**config.mk**
```make
export PLATFORM = sky130hd
export DESIGN_NAME = bg_frame_reader
export DESIGN_NICKNAME = d
export VERILOG_FILES = /design/src/rtl/tron_pkg.sv /design/src/rtl/pixel_fifo.sv /design/src/rtl/bg_frame_reader.sv
export SDC_FILE = /design/constraint.sdc
export NUM_CORES = 1
export LEC_CHECK = 0
export CAP_MARGIN = 20
export CORE_MARGIN = 2
export CORE_UTILIZATION = 60
export DETAILED_ROUTE_END_ITERATION = 12
export PLACE_DENSITY = 0.83
export SYNTH_ARGS = -nofsm -noshare
export SYNTH_HDL_FRONTEND = slang
export SYNTH_HIERARCHICAL = 1
export SYNTH_SLANG_ARGS = --single-unit
```
**constraint.sdc**
```tcl
create_clock -name Clk -period 4.2 [get_ports Clk]
set_input_delay 0.63 -clock Clk [delete_from_list [all_inputs] [get_ports Clk]]
set_output_delay 0.63 -clock Clk [all_outputs]
set_load 0.01 [all_outputs]
```
**src/rtl/tron_pkg.sv**
```systemverilog
// Shared types and constants for the background frame reader: FSM states,
// frame geometry and the per-background SRAM base addresses.
package tron_pkg;

  localparam int ADDR_W = 20;
  localparam int CNT_W  = 18;
  localparam int DATA_W = 16;

  // 640x480 pixels, two pixels per 16-bit SRAM word.
  localparam int BG_FRAME_WORDS = 153600;

  typedef enum logic [1:0] {
    S_IDLE,
    S_ISSUE,
    S_CAPTURE,
    S_DONE
  } rd_state_t;

  localparam logic [ADDR_W-1:0] BG_BASE [4] = '{
    20'd0, 20'd153600, 20'd307200, 20'd460800
  };

  // Base address of background 'sel'; reduced geometries scale the same way.
  function automatic logic [ADDR_W-1:0] bg_base(input logic [1:0] sel,
                                                input int        frame_words);
    if (frame_words == BG_FRAME_WORDS) return BG_BASE[sel];
    return ADDR_W'(frame_words) * ADDR_W'(sel);
  endfunction

endpackage

```
**src/rtl/pixel_fifo.sv**
```systemverilog
// Synchronous word FIFO with zero-bubble head output: a word pushed on an edge
// is visible on head right after that edge. Pops on an empty FIFO are dropped.
module pixel_fifo
  import tron_pkg::*;
#(
  parameter int DEPTH = 16,
  parameter int WIDTH = DATA_W
) (
  input  logic                     Clk,
  input  logic                     Reset_n,
  input  logic                     push,
  input  logic [WIDTH-1:0]         push_data,
  input  logic                     pop,
  output logic [WIDTH-1:0]         head,
  output logic                     empty,
  output logic [$clog2(DEPTH):0]   count
);

  localparam int AW = $clog2(DEPTH);
  localparam int CW = AW + 1;

  logic [WIDTH-1:0] mem [DEPTH];
  logic [AW-1:0]    wr_ptr;
  logic [AW-1:0]    rd_ptr;
  logic             full;
  logic             do_push;
  logic             do_pop;

  assign empty   = (count == '0);
  assign full    = (count == CW'(DEPTH));
  assign do_pop  = pop && !empty;
  assign do_push = push && (!full || do_pop);
  assign head    = empty ? '0 : mem[rd_ptr];

  // NOTE: storage is deliberately not reset; validity is tracked by count alone.
  always_ff @(posedge Clk) begin
    if (do_push) mem[wr_ptr] <= push_data;
  end

  always_ff @(posedge Clk or negedge Reset_n) begin
    if (!Reset_n) begin
      wr_ptr <= '0;
      rd_ptr <= '0;
      count  <= '0;
    end else begin
      if (do_push) wr_ptr <= wr_ptr + AW'(1);
      if (do_pop)  rd_ptr <= rd_ptr + AW'(1);
      case ({do_push, do_pop})
        2'b10:   count <= count + CW'(1);
        2'b01:   count <= count - CW'(1);
        default: count <= count;
      endcase
    end
  end

endmodule

```
**src/rtl/bg_frame_reader.sv**
```systemverilog
// Streams one background frame from SRAM into a pixel FIFO, one word every two
// cycles, stalling whenever the FIFO could not accept the next word.
module bg_frame_reader
  import tron_pkg::*;
#(
  parameter int FIFO_DEPTH  = 16,
  parameter int FRAME_WORDS = BG_FRAME_WORDS
) (
  input  logic              Clk,
  input  logic              Reset_n,
  input  logic              start,
  input  logic [1:0]        BG_Sel,
  output logic              reading,
  output logic [ADDR_W-1:0] ADDR,
  input  logic [DATA_W-1:0] DATA_IN,
  input  logic              pix_rd,
  output logic [DATA_W-1:0] pix_data,
  output logic              pix_valid,
  output logic              busy,
  output logic              frame_done,
  output logic              underflow
);

  localparam int               CW        = $clog2(FIFO_DEPTH) + 1;
  localparam logic [CNT_W-1:0] LAST_WORD = CNT_W'(FRAME_WORDS - 1);

  rd_state_t         state;
  logic [ADDR_W-1:0] base;
  logic [CNT_W-1:0]  word_cnt;
  logic [CW-1:0]     fifo_count;
  logic [CW-1:0]     occupancy;
  logic              fifo_empty;
  logic              push;
  logic              pop_ok;
  logic              admit;
  logic              start_ok;

  assign start_ok  = start && (state == S_IDLE);
  assign push      = (state == S_CAPTURE);
  assign pop_ok    = pix_rd && !fifo_empty;
  assign busy      = (state != S_IDLE);
  assign pix_valid = !fifo_empty;

  // No read is outstanding while in ISSUE, so the only pending change to the
  // FIFO before the issued word lands is this edge's pop.
  assign occupancy = fifo_count - CW'(pop_ok);
  assign admit     = (occupancy <= CW'(FIFO_DEPTH - 1));

  // NOTE: every register here is assigned with <= so all state updates on the same edge.
  always_ff @(posedge Clk or negedge Reset_n) begin
    if (!Reset_n) begin
      state      <= S_IDLE;
      base       <= '0;
      word_cnt   <= '0;
      reading    <= 1'b0;
      ADDR       <= '0;
      frame_done <= 1'b0;
    end else begin
      case (state)
        S_IDLE: begin
          if (start) begin
            base     <= bg_base(BG_Sel, FRAME_WORDS);
            word_cnt <= '0;
            state    <= S_ISSUE;
          end
        end
        S_ISSUE: begin
          if (admit) begin
            reading <= 1'b1;
            ADDR    <= base + ADDR_W'(word_cnt);
            state   <= S_CAPTURE;
          end
        end
        S_CAPTURE: begin
          reading  <= 1'b0;
          word_cnt <= word_cnt + CNT_W'(1);
          if (word_cnt == LAST_WORD) begin
            frame_done <= 1'b1;
            state      <= S_DONE;
          end else begin
            state <= S_ISSUE;
          end
        end
        S_DONE: begin
          frame_done <= 1'b0;
          state      <= S_IDLE;
        end
        default: state <= S_IDLE;
      endcase
    end
  end

  // Sticky until reset or the next accepted start; a same-cycle empty pop wins.
  always_ff @(posedge Clk or negedge Reset_n) begin
    if (!Reset_n)                 underflow <= 1'b0;
    else if (pix_rd && fifo_empty) underflow <= 1'b1;
    else if (start_ok)            underflow <= 1'b0;
  end

  pixel_fifo #(
    .DEPTH (FIFO_DEPTH),
    .WIDTH (DATA_W)
  ) u_fifo (
    .Clk       (Clk),
    .Reset_n   (Reset_n),
    .push      (push),
    .push_data (DATA_IN),
    .pop       (pix_rd),
    .head      (pix_data),
    .empty     (fifo_empty),
    .count     (fifo_count)
  );

endmodule

```
==> impl_metrics.sql, run 1 <==
INSERT INTO impl_metrics (metric_group, metric, value, unit) VALUES
('global_routing', 'grt_pass1_wl', '45000', 'µm'),
('place', 'place_congestion', '0.834', ''),
('global_routing', 'globalRoute.totalOverflow', '0', ''),
('logic_synthesis', 'synthesis.instances', '757', ''),
('final_layout', 'share_of_cells_above_drive_strength_1', '19.9', '%'),
('logic_synthesis', 'seq_area_frac_synth', '70.1', '%'),
('power_and_ir_drop', 'p_leak', '0.00547', 'µW'),
('sta', 'max_transition_margin', '23.6', '%'),
('route', 'route.detailed.vias_per_inst', '6.45', ''),
('worst_setup_path', 'cpMaxStageDelayCell', 'sky130_fd_sc_hd__dfrtp_4', ''),
('cts', 'clock_insertion_delay_worst_skew', '0.55', 'ns'),
('cts', 'cts_buffers', '30', ''),
('logic_synthesis', 'yosys.cell_count.top_type', 'sky130_fd_sc_hd__edfxtp_1', ''),
('logic_synthesis', 'ys_async_sr_fraction', '19.5', '%'),
('route', 'routedWlPerCell', '25.7', 'µm'),
('cts', 'post-cts-setup-buffers', '0', ''),
('logic_synthesis', 'synth-main-ff-cell', 'sky130_fd_sc_hd__edfxtp_1', ''),
('worst_setup_path', 'worst_r2r_path_depth', '7', ''),
('global_routing', 'first_global_vias', '7808', ''),
('worst_setup_path', 'worst_path_largest_cell_delay', '0.73', 'ns'),
('cts', 'tritoncts', 'built', ''),
('sta', 'setup-violations-final', '0', ''),
('final_layout', 'post-route-util', '70.0', '%'),
('cts', 'clock_path_buffers', '3', ''),
('route', 'drc', '0', ''),
('logic_synthesis', 'synth.net_count', '802', ''),
('logic_synthesis', 'netlist.top_cell.by_area', 'sky130_fd_sc_hd__edfxtp_1', ''),
('worst_setup_path', 'endpoint_kind', 'output port', ''),
('global_routing', 'groute.usage.overall', '25.4', '%'),
('logic_synthesis', 'synth.top_cells.by_count', 'sky130_fd_sc_hd__edfxtp_1, sky130_fd_sc_hd__nand2_1, sky130_fd_sc_hd__mux4_2', ''),
('sta', 'hold_violations', '0', ''),
('logic_synthesis', 'synth_area_leaders', 'sky130_fd_sc_hd__edfxtp_1, sky130_fd_sc_hd__dfrtp_1, sky130_fd_sc_hd__mux4_2', ''),
('final_layout', 'filler_cell_count', '1289', ''),
('die', 'die_width', '152', 'µm'),
('outcome', 'outcome', 'completed', ''),
('sta', 'tns', '0', 'ns'),
('sta', 'timing.fmax', '254', 'MHz'),
('power_and_ir_drop', 'total_power_after_layout', '9750', 'µW'),
('die', 'start_util', '60.7', '%'),
('worst_hold_path', 'holdCritPathClass', 'in -> async', ''),
('final_layout', 'antennaDiodeCount', '0', ''),
('worst_setup_path', 'setup.worst_path.start_class', 'flip-flop', ''),
('logic_synthesis', 'synth_warnings', '6', ''),
('route', 'routed-via-count', '7364', ''),
('cts', 'post_cts_resized', '0', ''),
('route', 'first_iter_violations', '644', ''),
('worst_setup_path', 'worst-path-stages', '6', ''),
('sta', 'shortest_period_the_worst_path_allows', '3.94', 'ns'),
('route', 'ant_nets', '0', ''),
('logic_synthesis', 'cell_area_after_technology_mapping', '13200', 'µm²'),
('sta', 'tightest_pin_transition', '1.15', 'ns'),
('logic_synthesis', 'yosys.cell_types.count', '50', ''),
('logic_synthesis', 'postSynthRegisterBits', '318', ''),
('flow_run', 'maxCapViolCount', '0', ''),
('cts', 'cts.root.buffer_cell', 'sky130_fd_sc_hd__clkbuf_16', ''),
('worst_setup_path', 'worst-path-buf-inv', '2', ''),
('sta', 'rsz_0062_raised_after_global_routing', 'no', ''),
('die', 'fp-row-count', '54', ''),
('place', 'io_buffer_count', '62', ''),
('sta', 'final_max_slew_viol_count', '0', ''),
('cts', 'path_clk_slew', '0.06', 'ns'),
('power_and_ir_drop', 'vdd_ir_drop_max', '0.506', 'mV'),
('place', 'dp.final_hpwl', '17800', 'µm'),
('cts', 'ctsHtreeMaxLevel', '1', ''),
('worst_setup_path', 'critical_path_arrival', '3.31', 'ns'),
('die', 'die-area', '23200', 'µm²'),
('die', 'core-area', '21700', 'µm²'),
('sta', 'portion_of_the_clock_cycle_consumed_by_the_worst_path_in_the_final_layout', '93.7', '%'),
('die', 'fp.dieH', '152', 'µm'),
('final_layout', 'layout_area_growth_over_synthesis', '15.2', '%'),
('worst_setup_path', 'path_class', 'reg -> out', '');
==> path summary, 6_finish.rpt <==
check	start	endpoint	slack, ns
max in group asynchronous	Reset_n	word_cnt[6]	3.15
setup reg to reg	state[0]	u_fifo/mem[4][9]	0.52
hold / removal	Reset_n	underflow	0.19
setup / recovery	u_fifo/rd_ptr[1]	pix_data[5]	0.26
min in group Clk	ADDR[11]	ADDR[11]	0.49
hold reg to reg	ADDR[11]	ADDR[11]	0.49
==> cell type report <==
cell class / count / area (µm²) / area share (%)
Clock inverter: 17 / 186 / 1.23
Sequential cell: 318 / 9250 / 60.9
Tap cell: 280 / 350 / 2.31
Multi-Input combinational cell: 385 / 3720 / 24.5
Inverter: 21 / 78.8 / 0.519
Timing Repair Buffer: 84 / 806 / 5.31
Clock buffer: 36 / 795 / 5.23
==> logic make-up after synthesis <==
| family | after synthesis | synth area share [%] |
|---|---|---|
| flops | 318 | 70.1 |
| simple gates | 147 | 5.85 |
| mux | 117 | 15.2 |
| compound gates | 84 | 3.80 |
| buf+inv | 54 | 1.80 |
| fa+ha+maj | 23 | 2.30 |
| xor+xnor | 14 | 0.931 |
==> registers in the layout (all words and copies together) (netlist names) <==
name and count:
ADDR 20, base 6, frame_done 1, reading 1, state 2, u_fifo/count 5, u_fifo/mem 256, u_fifo/rd_ptr 4
u_fifo/wr_ptr 4, underflow 1, word_cnt 18
==> power breakdown <==
group	internal (µW)	switching, µW
logic	1560	1400
clock network	1580	1120
registers	3660	432
total	6800	2950
==> cell usage in the layout, fill, tap and decap left out, drive strengths merged, types with 3 or more instances in the layout <==
cell type,instances
clkinv,12
or4,3
a21o,3
nand2b,4
and2,5
clkbuf,36
o21ai,34
nand3,15
nand4,4
and3,6
nor2,7
nand2,77
a21oi,24
inv,21
mux2i,30
xnor2,10
buf,23
and3b,5
mux4,64
nor3b,7
clkdlybuf4s50,61
nor4,3
ha,21
xor2,4
bufinv,4
dfrtp,62
o211ai,8
mux2,23
edfxtp,256
==> metal layers <==
| metal | share of wire, % | GRT usage [%] |
|---|---|---|
| met1 | 37 | 33.9 |
| met2 | 52 | 44.0 |
| met3 | 8.2 | 3.98 |
| met5 | 0 | 0 |
| met4 | 2.5 | 7.12 |
==> per-stage QoR <==
step	hold slack [ns]	instances	worst slack [ns]	instance area [µm²]
4_1_cts	0.198	1141	0.237	15200
6_report	0.191	1141	0.265	15200
5_1_grt	0.262	1141	0.128	15200
3_5_place_dp	0.471	1088	0.646	14200
2_1_floorplan	0.334	757	0.863	13200
3_3_place_gp	0.462	1088	0.831	14200
No activity file was read; power rests on OpenSTA's default activity.
==> inputs of run 2 (changes only) <==
--- a/config.mk
+++ b/config.mk
@@ -7,9 +7,9 @@
 export LEC_CHECK = 0
 export CAP_MARGIN = 20
 export CORE_MARGIN = 2
-export CORE_UTILIZATION = 60
+export CORE_UTILIZATION = 40
 export DETAILED_ROUTE_END_ITERATION = 12
-export PLACE_DENSITY = 0.83
+export PLACE_DENSITY = 0.61
 export SYNTH_ARGS = -nofsm -noshare
 export SYNTH_HDL_FRONTEND = slang
 export SYNTH_HIERARCHICAL = 1
==> run 2 against run 1 <==
  * First-iteration DRC count down 25%
  * Register-to-register slack better by 0.55 ns
  * Total power up 0.79%
  * Critical path depth unchanged
  * Design area up 2.4%
  * Critical path type unchanged
  * Critical endpoint is now pix_data[4]
==> impl_metrics.sql, run 2 (same netlist as run 1, synthesis figures left out) <==
INSERT INTO impl_metrics (metric_group, metric, value, unit) VALUES
('final_layout', 'mostFrequentLayoutCell', 'sky130_fd_sc_hd__edfxtp_1', ''),
('route', 'first_iter_violations', '482', ''),
('cts', 'path_clk_slew', '0.06', 'ns'),
('die', 'start_util', '40.6', '%'),
('cts', 'clock_insertion_delay_worst_skew', '0.52', 'ns'),
('sta', 'setup-violations-final', '0', ''),
('sta', 'shortest_period_the_worst_path_allows', '3.89', 'ns'),
('route', 'route.detailed.vias_per_inst', '5.19', ''),
('worst_setup_path', 'worst-path-stages', '6', ''),
('sta', 'tightest_pin_transition', '0.851', 'ns'),
('sta', 'max_transition_margin', '43.1', '%'),
('sta', 'portion_of_the_clock_cycle_consumed_by_the_worst_path_in_the_final_layout', '92.6', '%'),
('worst_setup_path', 'endpoint', 'pix_data[4]', ''),
('global_routing', 'first_global_vias', '6974', ''),
('worst_setup_path', 'critical_path_arrival', '3.26', 'ns'),
('cts', 'ctsHtreeMaxLevel', '2', ''),
('power_and_ir_drop', 'powerDensity', '632', 'nW/µm²'),
('final_layout', 'share_of_cells_above_drive_strength_1', '20.7', '%'),
('global_routing', 'globalRoute.totalOverflow', '0', ''),
('die', 'pin_count', '63', ''),
('cts', 'clock_path_buffers', '3', ''),
('final_layout', 'largest_register_ff_count', '256', ''),
('cts', 'tritoncts', 'built', ''),
('place', 'io_buffer_count', '62', ''),
('route', 'routed_wl', '27500', 'µm'),
('sta', 'finalWorstSetupSlack', '0.312', 'ns'),
('worst_setup_path', 'crit_fanout', '38', ''),
('final_layout', 'antennaDiodeCount', '0', ''),
('final_layout', 'reg_top3', 'u_fifo/mem (256), ADDR (20), word_cnt (18)', ''),
('die', 'die_width', '185', 'µm'),
('worst_setup_path', 'critPathRequiredTime', '3.57', 'ns'),
('route', 'drtPass1Iterations', '4', ''),
('flow_run', 'maxCapViolCount', '0', ''),
('worst_setup_path', 'cp-startpoint', 'u_fifo/rd_ptr[1]', ''),
('global_routing', 'antenna_violations_before_repair', '0', ''),
('place', 'dp.final_hpwl', '16200', 'µm'),
('worst_setup_path', 'worstReg2RegStart', 'state[0]', ''),
('outcome', 'outcome', 'completed', ''),
('place', 'dp_worst_setup_slack', '0.796', 'ns'),
('final_layout', 'registers.top_by_ff_count', 'u_fifo/mem', ''),
('sta', 'final_max_slew_viol_count', '0', ''),
('worst_setup_path', 'worst_r2r_path_depth', '7', ''),
('sta', 'tns', '0', 'ns'),
('place', 'place_congestion', '0.742', ''),
('final_layout', 'filler_cell_count', '2706', ''),
('worst_setup_path', 'path_class', 'reg -> out', ''),
('final_layout', 'layout_area_growth_over_synthesis', '18.0', '%'),
('worst_setup_path', 'endpoint_kind', 'output port', ''),
('sta', 'hold_violations', '0', ''),
('cts', 'post_cts_resized', '0', ''),
('worst_setup_path', 'ordered_list_of_cells_on_the_worst_path', 'buf_4 -> mux4_2 -> mux2_2 -> o21ai_0 -> a21oi_1 -> clkdlybuf4s50_1', ''),
('cts', 'cts_sinks', '318', ''),
('worst_setup_path', 'setup.worst_path.start_class', 'flip-flop', ''),
('worst_setup_path', 'r2r-end', 'u_fifo/mem[3][2]', ''),
('final_layout', 'area_taken_by_multi_input_logic_gates', '3720', 'µm²'),
('route', 'ant_nets', '0', ''),
('global_routing', 'grt_pass1_wl', '42100', 'µm'),
('die', 'die-area', '34400', 'µm²'),
('global_routing', 'grt_max_degree', '39', ''),
('cts', 'cts.root.buffer_cell', 'sky130_fd_sc_hd__clkbuf_16', ''),
('sta', 'timing.fmax', '257', 'MHz'),
('global_routing', 'groute.usage.overall', '16.5', '%'),
('sta', 'rsz_0062_raised_after_global_routing', 'no', ''),
('final_layout', 'mostFrequentLayoutCells', 'sky130_fd_sc_hd__edfxtp_1, sky130_fd_sc_hd__nand2_1, sky130_fd_sc_hd__mux4_2, sky130_fd_sc_hd__clkdlybuf4s50_1, sky130_fd_sc_hd__dfrtp_1', ''),
('cts', 'ctsHoldBuffers', '0', ''),
('worst_setup_path', 'worst-path-buf-inv', '2', ''),
('route', 'routedWlPerCell', '20.8', 'µm'),
('die', 'fp-row-count', '66', ''),
('final_layout', 'seqCellArea', '9250', 'µm²'),
('die', 'core-area', '32500', 'µm²'),
('power_and_ir_drop', 'total_power_after_layout', '9820', 'µW'),
('final_layout', 'finalNetCount', '898', ''),
('cts', 'post-cts-setup-buffers', '0', ''),
('sta', 'skew', '0.0166', 'ns'),
('worst_setup_path', 'critical_path.top_delay_family', 'flip-flops', ''),
('power_and_ir_drop', 'vdd_ir_drop_max', '0.302', 'mV'),
('die', 'fp.dieH', '185', 'µm'),
('worst_setup_path', 'worst_path_largest_cell_delay', '0.88', 'ns'),
('route', 'drc', '0', ''),
('power_and_ir_drop', 'p_leak', '0.00556', 'µW'),
('cts', 'cts_buffers', '35', ''),
('route', 'routed-via-count', '6863', ''),
('worst_hold_path', 'holdCritPathClass', 'in -> async', ''),
('worst_setup_path', 'regToRegSetupSlack', '1.07', 'ns'),
('worst_setup_path', 'cpMaxStageDelayCell', 'sky130_fd_sc_hd__dfrtp_4', '');
[run 2: worst min path at each step]
| stage | start | endpoint | depth (start not counted) |
|---|---|---|---|
| floorplan | Reset_n | ADDR[0] | 0 |
| global placement | ADDR[0] | ADDR[0] | 2 |
| detailed placement | ADDR[10] | ADDR[10] | 2 |
| CTS | Reset_n | u_fifo/count[2] | 1 |
| global route | Reset_n | underflow | 1 |
| finish | Reset_n | u_fifo/count[2] | 1 |
[run 2: layout make-up]
type	instances	area share (%)
flip-flops and latches	318	59.5
multi-input cells	385	23.9
clock buffers	45	6.00
repair buffers	92	5.57
well taps	442	3.56
clock inverters	19	0.942
inverters	21	0.507
[run 2: routing by layer]
metal	track usage (%)	part of all wire, %	vias to the layer above
met5	0	0	-
met4	3.87	1.4	0
met3	2.99	4.0	25
met2	27.4	49	118
met1	22.7	45	3567
li1	-	-	3153
[run 2: stage by stage]
step	cells	utilization [%]	cell area [µm²]	hold slack (ns)
finish	1322	47.9	15500	0.145
floorplan	757	-	13200	0.334
global route	1322	47.9	15500	0.211
global placement	1258	44.6	14500	0.462
detailed placement	1258	44.6	14500	0.466
CTS	1322	47.9	15500	0.165
[run 2: worst reg2reg max path: stages (launching register included)]
cell	delay [ns]
sky130_fd_sc_hd__dfrtp_1	0.42
sky130_fd_sc_hd__nand2b_1	0.43
sky130_fd_sc_hd__inv_1	0.38
sky130_fd_sc_hd__inv_1	0.14
sky130_fd_sc_hd__a31oi_1	0.55
sky130_fd_sc_hd__and2b_1	0.33
sky130_fd_sc_hd__and3b_1	0.18
sky130_fd_sc_hd__buf_4	0.34
[run 2: power breakdown]
group	switching (µW)	internal [µW]	total, µW
clock network	1230	1650	2890
logic	1420	1560	2970
registers	301	3660	3960
total	2950	6870	9820
==> variant, RTL diff (config.mk and constraints of run 2) <==
`DATA_W`: 16 -> 32.
--- a/src/rtl/tron_pkg.sv
+++ b/src/rtl/tron_pkg.sv
@@ -4,7 +4,7 @@
 
   localparam int ADDR_W = 20;
   localparam int CNT_W  = 18;
-  localparam int DATA_W = 16;
+  localparam int DATA_W = 32;
 
   // 640x480 pixels, two pixels per 16-bit SRAM word.
   localparam int BG_FRAME_WORDS = 153600;
Interface: changed (resized DATA_IN and pix_data); port bits go from 63 to 95. No check against the original RTL was run, so the function may have changed too.
==> variant against run 2 <==
Cell count increased by 61%. Setup slack got worse by 150 ps. Synthesized cell count increased by 57%. Register-to-register slack about the same. Sequential share of layout area increased by 3.5 points. First-iteration DRC count increased by 95%. Core utilization decreased by 0.34 points. Die area increased by 73%. Sequential cell count increased by 256. Clock skew increased by 26 ps. Final area increased by 73%. Area after synthesis increased by 75%. Power increased by 75%. Routed wire length increased by 87%. Critical endpoint is now pix_data[25]. Largest power group unchanged. Highest routed layer unchanged.
==> variant: results (changes against run 2) <==
metric	value	unit	change
outcome	finished, final reports clean		
critical_path_peak_fanout	14		-63%
cts_made_buffers	59		+69%
cpPeakStageDelay	670	ps	-210 ps
largestRegisters	u_fifo/mem x512, ADDR x20, word_cnt x18		
synth-compound-area-share	0.0266		-0.0113
skew	42.2	ps	+25.5 ps
crit_arrival	3400	ps	+140 ps
first_iter_violations	941		+95%
ys_top_cells_by_count	edfxtp_1, mux4_2, nand2_1		
drive_gt1_frac	0.213		+0.00663
port_buffers	94		+52%
place_hpwl	30.4	mm	+87%
dpl.cell_count	2019		+60%
worst_pin_slew	903	ps	+52.2 ps
fin_nets	1385		+54%
vdd_ir_drop_max	0.441	mV	+46%
r2r-end	u_fifo/count[4]		
synth_xor_area_frac	0.00533		-0.00398
detail_route.wirelength	51.3	mm	+87%
path_delay_family	buffers and inverters		
synthMuxAreaShare	0.148		-0.00409
synth-adder-area-share	0.0132		-0.00983
endpoint	pix_data[25]		
vias	11756		+71%
grt_pass1_wl	77.9	mm	+85%
synth-seq-area-share	0.735		+0.0342
grt_usage	0.175		+0.00974
synthArstFlopShare	0.108		-0.0870
firstDrtPassIters	5		+1
r2r_start	state[0]		
clock_latency	630	ps	+110 ps
grt_max_degree	69		+77%
synth-edff-count	512		+100%
wire_per_inst	24.1	µm	+16%
syn-num-nets	1251		+56%
p_leak	9.00	nW	+62%
place.gp.congestion	0.753		+1.5%
rr_worst_depth	9		+2
yosys-top-cells-area	edfxtp_1, mux4_2, dfrtp_1, mux2i_1, nand3_1		
antenna_found_initial	1		+1
critPathLaunch	u_fifo/count[4]		
syn_inst	1190		+57%
cp_slowest_cell	o311ai_1		
synth_cell_types	55		+10%
-- variant: cell types whose count changed after synthesis, sizes merged, moves of 17 or more --
cell    delta
edfxtp   +256
nand3     +65
mux4      +64
o311ai    +32
buf       +27
mux2      -18
a21oi     -17
-- variant: area by class of cell --
cell class,instances,area (µm²)
repair buffers,140,1440
multi-input cells,526,5670
diodes,2,5.00
fillers,4759,29700
clock inverters,34,297
clock buffers,71,1530
flip-flops and latches,574,16900
well taps,756,946
inverters,23,87.6
-- variant: worst reg2reg max path, cell delays in order (launching register included) --
cell	delay, ps
dfrtp_1	480
nand2b_1	390
clkinv_1	460
inv_1	290
nand3_1	150
fa_1	450
nand2b_1	180
a2111o_1	380
o31a_1	110
o211ai_1	150
-- variant: metal layers --
metal / part of all wire / wire [µm] / global-route usage
met5: 0 / 0 / 0
met4: 0.024 / 1230 / 0.0506
met3: 0.048 / 2440 / 0.0268
met2: 0.49 / 25000 / 0.288
met1: 0.44 / 22600 / 0.242
-- variant: cells by family after synthesis --
family                   Yosys count
AO/OA/AOI/OAI                     82
XOR/XNOR                          14
adder cells (fa/ha/maj)           23
buffers and inverters             90
flip-flops                       574
multiplexers                     178
AND/OR/NAND/NOR                  229
-- variant: worst min path at each step --
stage,startpoint,endpoint
final,Reset_n,u_fifo/wr_ptr[3]
after global routing,Reset_n,u_fifo/wr_ptr[3]
after CTS,Reset_n,u_fifo/wr_ptr[2]
after detailed placement,ADDR[9],ADDR[9]
after global placement,frame_done,frame_done
after floorplan,Reset_n,ADDR[0]
-- variant: report_power, final --
| group | total, W | internal (W) | switching, W |
|---|---|---|---|
| clock network | 0.00497 | 0.00283 | 0.00214 |
| logic | 0.00518 | 0.00261 | 0.00257 |
| registers | 0.00701 | 0.00656 | 0.000453 |
| total | 0.0172 | 0.0120 | 0.00516 |
-- variant: per-stage QoR --
| stage | power [W] | setup WS, ps | cell area, µm² | hold WS (ps) |
|---|---|---|---|---|
| 6_report | 0.0172 | 166 | 26900 | 119 |
| 5_1_grt | 0.0180 | 70.0 | 26900 | 178 |
| 4_1_cts | 0.0174 | 117 | 26900 | 116 |
| 3_5_place_dp | 0.0124 | 791 | 25100 | 466 |
| 3_3_place_gp | 0.0124 | 828 | 25100 | 458 |
| 2_1_floorplan | 0.0104 | -335 | 23000 | 334 |
